File: config.mk
export PLATFORM = sky130hd
export DESIGN_NAME = cg_enable_ctrl
export DESIGN_NICKNAME = d
export VERILOG_FILES = /design/src/rtl/cg_ctrl_pkg.sv /design/src/rtl/cg_sat_counter.sv /design/src/rtl/cg_enable_ctrl.sv
export SDC_FILE = /design/constraint.sdc
export NUM_CORES = 1
export LEC_CHECK = 0
export CAP_MARGIN = 40
export CORE_MARGIN = 3
export CORE_UTILIZATION = 34
export DETAILED_ROUTE_END_ITERATION = 10
export GPL_TIMING_DRIVEN = 0
export PLACE_DENSITY_LB_ADDON = 0.2
export SLEW_MARGIN = 20
export SYNTH_ARGS = -nofsm -noshare
export SYNTH_HDL_FRONTEND = slang
export SYNTH_HIERARCHICAL = 1
export SYNTH_SLANG_ARGS = --single-unit
File: constraint.sdc
create_clock -name CK -period 4.83 [get_ports CK]
set_input_delay 0.966 -clock CK [delete_from_list [all_inputs] [get_ports CK]]
set_output_delay 0.966 -clock CK [all_outputs]
set_load 0.1 [all_outputs]
File: src/rtl/cg_ctrl_pkg.sv
// cg_ctrl_pkg: shared FSM state type and default counter width for the clock-gate enable controller
package cg_ctrl_pkg;
   typedef enum logic [1:0] {CG_RUN, CG_GATED, CG_WAKE} cg_state_t;
   localparam int CG_CNT_W_DEF = 8;
endpackage

File: src/rtl/cg_sat_counter.sv
// cg_sat_counter: saturating up-counter with synchronous clear taking priority over increment
module cg_sat_counter #(
   parameter int W = 32
) (
   input  logic         clk_i,
   input  logic         rst_ni,
   input  logic         clr_i,
   input  logic         inc_i,
   output logic [W-1:0] cnt_o
);
   logic [W-1:0] cnt_q, cnt_d;
   // clear wins; increment stops at all-ones
   always_comb cnt_d = clr_i ? '0 : (inc_i && !(&cnt_q)) ? cnt_q + 1'b1 : cnt_q;
   // count register
   always_ff @(posedge clk_i or negedge rst_ni)
      if (!rst_ni) cnt_q <= '0;
      else         cnt_q <= cnt_d;
   assign cnt_o = cnt_q;
endmodule

File: src/rtl/cg_enable_ctrl.sv
// cg_enable_ctrl: registered ICG enable that gates after an idle run and acks wake-up once the clock is stable
// Optional gated-cycle statistics (stat_clr, gated_cycles) are built when CG_STATS_EN is defined.
module cg_enable_ctrl
   import cg_ctrl_pkg::*;
#(
   parameter int IDLE_CYCLES = 16,
   parameter int WAKE_DELAY  = 2,
   parameter int CNT_W       = CG_CNT_W_DEF
`ifdef CG_STATS_EN
   ,parameter int STAT_W     = 32
`endif
) (
   input  logic              CK,
   input  logic              RN,
   input  logic              busy,
   input  logic              wake_req,
   input  logic              force_on,
   output logic              E,
   output logic              gated,
   output logic              wake_ack
`ifdef CG_STATS_EN
   ,input  logic             stat_clr,
   output logic [STAT_W-1:0] gated_cycles
`endif
);
   localparam logic [CNT_W-1:0] IDLE_LAST = CNT_W'(IDLE_CYCLES - 1);
   localparam logic [CNT_W-1:0] WAKE_LAST = CNT_W'(WAKE_DELAY - 1);
   cg_state_t        state_q, state_d;
   logic [CNT_W-1:0] cnt_q, cnt_d;
   logic             e_q, e_d, gated_q, gated_d, ack_q, ack_d;
   logic             wake;
   assign wake = busy | wake_req | force_on;
   // next-state and registered-output decode; wake sources dominate the idle count
   always_comb begin
      state_d = state_q;
      cnt_d   = cnt_q;
      e_d     = e_q;
      gated_d = gated_q;
      ack_d   = 1'b0;
      case (state_q)
         CG_RUN: begin
            e_d     = 1'b1;
            gated_d = 1'b0;
            cnt_d   = (wake || cnt_q == IDLE_LAST) ? '0 : cnt_q + 1'b1;
            if (!wake && cnt_q == IDLE_LAST) begin
               state_d = CG_GATED;
               e_d     = 1'b0;
               gated_d = 1'b1;
            end
         end
         CG_GATED: begin
            if (wake) begin
               state_d = CG_WAKE;
               e_d     = 1'b1;
               gated_d = 1'b0;
               cnt_d   = '0;
            end
         end
         CG_WAKE: begin
            cnt_d = (cnt_q == WAKE_LAST) ? '0 : cnt_q + 1'b1;
            if (cnt_q == WAKE_LAST) begin
               state_d = CG_RUN;
               ack_d   = 1'b1;
            end
         end
         default: begin
            state_d = CG_RUN;
            e_d     = 1'b1;
            gated_d = 1'b0;
            cnt_d   = '0;
         end
      endcase
   end
   // state and output registers; E held high in reset so downstream logic still sees a clock
   always_ff @(posedge CK or negedge RN) begin
      if (!RN) begin
         state_q <= CG_RUN;
         cnt_q   <= '0;
         e_q     <= 1'b1;
         gated_q <= 1'b0;
         ack_q   <= 1'b0;
      end else begin
         state_q <= state_d;
         cnt_q   <= cnt_d;
         e_q     <= e_d;
         gated_q <= gated_d;
         ack_q   <= ack_d;
      end
   end
   assign E        = e_q;
   assign gated    = gated_q;
   assign wake_ack = ack_q;
`ifdef CG_STATS_EN
   cg_sat_counter #(.W(STAT_W)) u_stat (
      .clk_i  (CK),
      .rst_ni (RN),
      .clr_i  (stat_clr),
      .inc_i  (gated_q),
      .cnt_o  (gated_cycles)
   );
`endif
endmodule
# Word level (Yosys, flattened, before mapping)

Cells that the tools add are included.

$lt $le $gt $ge: 0
Reduce and logical (&&, ||, !) cells: 6
$add $sub $neg: 1
$mul: 0
Eq/ne operators: 7
Muxes and demuxes: 16
Bitwise logic cells: 3
Shift-type cells: 0
Divide/modulo/power cells: 0

Operator list:

| cell                                                            | number |
|---|---|
| 8-bit 2-to-1 mux                                                | 3 |
| 8-bit case mux with 3 select lines                              | 1 |
| 8-bit by 1-bit adder with 8-bit output, second input constant   | 1 |
| 8-bit by 1-bit == test with 1-bit output, second input constant | 1 |
| 8-bit by 4-bit == test with 1-bit output, second input constant | 1 |
| 1-bit 2-to-1 mux                                                | 6 |
| 2-bit 2-to-1 mux                                                | 3 |
| 2-bit inequality test, second input constant                    | 3 |
| 1-bit case mux with 3 select lines                              | 2 |
| 2-bit case mux with 3 select lines                              | 1 |
| 3-bit AND reduction                                             | 1 |
| 2-bit by 1-bit == test with 1-bit output, second input constant | 1 |
| 2-bit == test, second input constant                            | 1 |
| 2-bit zero test                                                 | 1 |
| 1-bit OR                                                        | 2 |
| 2-bit AND reduction                                             | 1 |
| 1-bit logical AND                                               | 1 |
| 1-bit zero test                                                 | 1 |
| 1-bit logical OR                                                | 1 |
| 1-bit NOT                                                       | 1 |

Memories: 0
Latch bits: 0
Output and inout port bits: 3
Word-level logic and storage cells: 38
Register bits: 13
Bits in read-only memories: 0
Memory bits (writable): 0
Input bits: 5

# Depth between registers and ports, before layout

Word-level depth: 6
Mapped depth: 7
Depth with buffers taken out: 7

# Worst setup path before layout

No wires, ideal clock.

Path kind: input to register
Start: input port wake_req
End: register cnt_q[5]
Path buffers: 0
Path slack: 2847 ps
Data arrival time: 1900 ps
Stages on the path: 5
Required time: 4747 ps
Setup time: 83 ps
Cells stage by stage: nor4_4 o21ai_2 a21oi_2 inv_1 o21ai_0

Longest elaborated chain between the ends: 5
Elaborated cells between the ends (all ways): 6
Classes of those cells: eq/ne (1); mux (2); bitwise (2); reduce/logical (1)

RTL lines:

| item                               | line                 | text |
|---|---|---|
| start, declared                    | cg_enable_ctrl.sv:16 | `input logic wake_req,` |
| 1-bit OR * (2 in series)           | cg_enable_ctrl.sv:32 | `assign wake = busy \| wake_req \| force_on;` |
| 1-bit logical OR                   | cg_enable_ctrl.sv:44 | `cnt_d = (wake \|\| cnt_q == IDLE_LAST) ? '0 : cnt_q + 1'b1;` |
| 8-bit 2-to-1 mux                   | cg_enable_ctrl.sv:44 |  |
| 8-bit case mux with 3 select lines | cg_enable_ctrl.sv:40 | `case (state_q)` |
| end signal, assigned               | cg_enable_ctrl.sv:84 | `cnt_q <= cnt_d;` |
| end, declared                      | cg_enable_ctrl.sv:29 | `logic [CNT_W-1:0] cnt_q, cnt_d;` |

Mark *: on every way between the ends. The rest lies on a longest branch, timed or not.
A chain may end at the register's enable or synchronous reset.

# Worst setup path in the final report

Start: register e_q, in the netlist E
End: output port E

RTL lines:

| item                   | line                 | text |
|---|---|---|
| start, declared        | cg_enable_ctrl.sv:30 | `logic e_q, e_d, gated_q, gated_d, ack_q, ack_d;` |
| start signal, assigned | cg_enable_ctrl.sv:79 | `e_q <= 1'b1;` |
| start signal, assigned | cg_enable_ctrl.sv:85 | `e_q <= e_d;` |
| end, declared          | cg_enable_ctrl.sv:18 | `output logic E,` |

No word-level cell between the ends.

==> impl_metrics.csv <==
group,metric,value,unit
status,status,"finished, final reports clean",
synthesis,yosys_register_bits,13,
hold_path,min-delay-path-class,"reg2reg",
critical_path,critical_path.max_fanout,2,
global_routing,grt_start_max_net_pins,14,
timing,finClkSkew,0.00100,ns
timing,timing.final.max_slew_violations,0,
timing,worst_hold_slack,0.495,ns
clock_tree,cts.hold.buffers_added,0,
place,place.port_buffers,7,
finish,areaGrowthSynthToFinish,25.8,%
routing,drt-initial-drc-count,10,
place,place_ws,2.13,ns
synthesis,synth_cells,71,
routing,drt_pass1_iterations,4,
die,initial_core_util,37.4,%
synthesis,library_cells_used_by_synthesis,26,
clock_tree,ctsLongestPathBuffers,2,
die,rows,15,
timing,finalSetupViolCount,0,
finish,finalNetCount,93,
global_routing,initial_antenna_violation_count,0,
power,vdd_ir_drop_max,0.000162,V
routing,detail_route.vias_per_cell,5.08,
global_routing,overflow_after_grt,0,
critical_path,critPathSlowestCell,"sky130_fd_sc_hd__dfstp_2",
die,die_boundary_height,50.5,um
clock_tree,clk_root_buffer_cell,"sky130_fd_sc_hd__clkbuf_4",
clock_tree,clk_pin_slew,0.08,ns
routing,drt.antenna.violating_nets,0,
clock_tree,cts.repair_timing.setup_buffer_count,0,
finish,final_design_area_no_fill,848,um2
clock_tree,cts_inserted_buffers,3,
timing,max_clock_freq,400,MHz
die,fp.dieW,50.5,um
synthesis,ys_warn_count,6,
critical_path,worst_setup_path_end_kind,"primary output",
die,io_pins,8,
timing,final_critical_path_setup_slack,2.33,ns
timing,timing.final.crit_share,51.8,%
die,core_ar,1800,um2
critical_path,crit_path_cell_trace,"clkdlybuf4s50_1 -> buf_8",
critical_path,start_kind,"flip-flop",
power,power-per-cell-area,217,nW/um2
timing,worst_slew_pin_slew,0.584,ns
clock_tree,htree_levels,1,
global_routing,grt_pass1_vias,532,
global_routing,grt_first_pass_wirelength,2360,um
timing,timing_hold_violations_final,0,
routing,finalWirelength,1380,um
critical_path,crit_type,"reg2out",
synthesis,syn_avg_cell_area,9.50,um2
power,power_leakage,0.359,nW
timing,max_slew_margin,61.0,%
routing,remaining_drc_errors,0,
critical_path,timing.critical_path.slowest_cell_delay,0.54,ns
global_routing,grt_overall_usage,12.5,%
clock_tree,clkLatencyLatePin,0.28,ns
clock_tree,post_cts_resize_count,0,
synthesis,synth.net_count,78,
critical_path,timing.critical_path.arrival,1.53,ns
routing,wire_per_inst,12.5,um
synthesis,mapped_cell_area,674,um2
clock_tree,cts_tree,"done",
synthesis,synth.yosys.seq_area_share,48.4,%
routing,vias,559,
finish,drive_above_1_share,17.6,%
place,dp_hpwl,1020,um
critical_path,crit_required,3.86,ns
die,fp.dieArea,2550,um2
timing,rsz0062_at_grt,"no",
place,detailed_place.area,821,um2
timing,totalNegativeSetupSlack,0,ns
place,place.gp.congestion,0.797,
job,cap_violations,0,
clock_tree,clkSinkCount,13,
timing,final_period_minus_worst_setup_slack,2.50,ns
finish,count_of_antenna_diodes_in_the_layout,0,
## final timing paths
path	from	endpoint	slack, ns	depth (start not counted)
max	E	E	2.33	2
min in group asynchronous	RN	wake_ack	1.05	1
min	gated	gated	0.49	2
max reg2reg	cnt_q[1]	cnt_q[1]	3.05	7
max in group asynchronous	RN	state_q[1]	3.40	1
min reg2reg	gated	gated	0.49	2
## per-layer routing
| layer | up-vias | part of all wire [%] | wire length (um) | GRT usage [%] |
|---|---|---|---|---|
| li1 | 282 | - | - | - |
| met4 | 0 | 0 | 0 | 4.04 |
| met1 | 270 | 50 | 695 | 15.6 |
| met2 | 7 | 45 | 626 | 19.3 |
| met5 | - | 0 | 0 | 0 |
| met3 | 0 | 4.0 | 55 | 5.34 |
## where the power goes
| part | leakage (nW) | internal [W] | switching [W] |
|---|---|---|---|
| logic | 0.184 | 0.00000314 | 0.00000358 |
| registers | 0.158 | 0.000109 | 0 |
| clock network | 0.0177 | 0.0000307 | 0.0000376 |
## cell usage after synthesis
| library cell | count | area (um2) |
|---|---|---|
| sky130_fd_sc_hd__and2_1 | 1 | 6.26 |
| sky130_fd_sc_hd__or3b_2 | 1 | 8.76 |
| sky130_fd_sc_hd__o21ai_4 | 1 | 16.3 |
| sky130_fd_sc_hd__inv_1 | 2 | 7.51 |
| sky130_fd_sc_hd__a22oi_1 | 1 | 7.51 |
| sky130_fd_sc_hd__nor4_4 | 1 | 21.3 |
| sky130_fd_sc_hd__and3_1 | 1 | 6.26 |
| sky130_fd_sc_hd__o21ai_1 | 1 | 5.00 |
| sky130_fd_sc_hd__nor3_1 | 3 | 15.0 |
| sky130_fd_sc_hd__or4_4 | 1 | 11.3 |
| sky130_fd_sc_hd__a31oi_1 | 2 | 12.5 |
| sky130_fd_sc_hd__a21oi_2 | 1 | 8.76 |
| sky130_fd_sc_hd__and3_2 | 1 | 7.51 |
| sky130_fd_sc_hd__o21ai_0 | 4 | 20.0 |
| sky130_fd_sc_hd__o21ai_2 | 1 | 8.76 |
| sky130_fd_sc_hd__a21oi_1 | 6 | 30.0 |
| sky130_fd_sc_hd__a211oi_1 | 1 | 7.51 |
| sky130_fd_sc_hd__nand2_1 | 13 | 48.8 |
| sky130_fd_sc_hd__ha_1 | 2 | 25.0 |
| sky130_fd_sc_hd__xor2_1 | 1 | 8.76 |
| sky130_fd_sc_hd__o22ai_1 | 1 | 6.26 |
| sky130_fd_sc_hd__dfstp_2 | 1 | 26.3 |
| sky130_fd_sc_hd__dfrtp_1 | 12 | 300 |
| sky130_fd_sc_hd__nor2_1 | 4 | 15.0 |
| sky130_fd_sc_hd__nand3_1 | 5 | 25.0 |
| sky130_fd_sc_hd__nand2b_1 | 3 | 18.8 |
## logic make-up after synthesis
logic type,Yosys count,share of synthesized area [%]
buffers and inverters,2,1.11
XOR/XNOR,1,1.30
flip-flops,13,48.4
AO/OA/AOI/OAI,19,18.2
adder cells (fa/ha/maj),2,3.71
AND/OR/NAND/NOR,34,27.3
## cell type report
type                            instances  area, um2
Fill cell                             181        953
Multi-Input combinational cell         56        340
Sequential cell                        13        327
Timing Repair Buffer                   10        115
Tap cell                               25       31.3
Clock buffer                            3       22.5
Inverter                                2       7.51
Clock inverter                          1       5.00
## cells in the final DEF, fill, tap and decap left out
cell                               n
sky130_fd_sc_hd__dfstp_2           1
sky130_fd_sc_hd__nor2_1            4
sky130_fd_sc_hd__nor4_4            1
sky130_fd_sc_hd__buf_8             3
sky130_fd_sc_hd__nand2_1          13
sky130_fd_sc_hd__or4_4             1
sky130_fd_sc_hd__dfrtp_1          12
sky130_fd_sc_hd__a22oi_1           1
sky130_fd_sc_hd__o21ai_4           1
sky130_fd_sc_hd__xor2_1            1
sky130_fd_sc_hd__inv_1             2
sky130_fd_sc_hd__o21ai_0           4
sky130_fd_sc_hd__nand2b_1          3
sky130_fd_sc_hd__or3b_2            1
sky130_fd_sc_hd__and2_1            1
sky130_fd_sc_hd__ha_1              2
sky130_fd_sc_hd__a21oi_2           1
sky130_fd_sc_hd__a21oi_1           6
sky130_fd_sc_hd__and3_1            1
sky130_fd_sc_hd__a31oi_1           2
sky130_fd_sc_hd__clkbuf_4          3
sky130_fd_sc_hd__o21ai_2           1
sky130_fd_sc_hd__o22ai_1           1
sky130_fd_sc_hd__a211oi_1          1
sky130_fd_sc_hd__clkinv_2          1
sky130_fd_sc_hd__clkdlybuf4s50_1   7
sky130_fd_sc_hd__and3_2            1
sky130_fd_sc_hd__nor3_1            3
sky130_fd_sc_hd__o21ai_1           1
sky130_fd_sc_hd__nand3_1           5
## metrics by stage
| stage | total power, W | util [%] | std cells |
|---|---|---|---|
| floorplan | 0.000111 | - | 71 |
| global placement | 0.000118 | 43.1 | 103 |
| detailed placement | 0.000118 | 45.6 | 106 |
| CTS | 0.000188 | 47.1 | 110 |
| global route | 0.000194 | 47.1 | 110 |
| finish | 0.000184 | 47.1 | 110 |
## flip-flops by register name (all words and copies together), names as in the netlist
register / count
E: 1
cnt_q: 8
gated: 1
state_q: 2
wake_ack: 1
## critical path, delay by kind of cell, from the launching register on
family | cells | cell delay (ns)
flip-flops | 1 | 0.54
buffers and inverters | 2 | 0.71
Power figures use the tool's default switching activity.
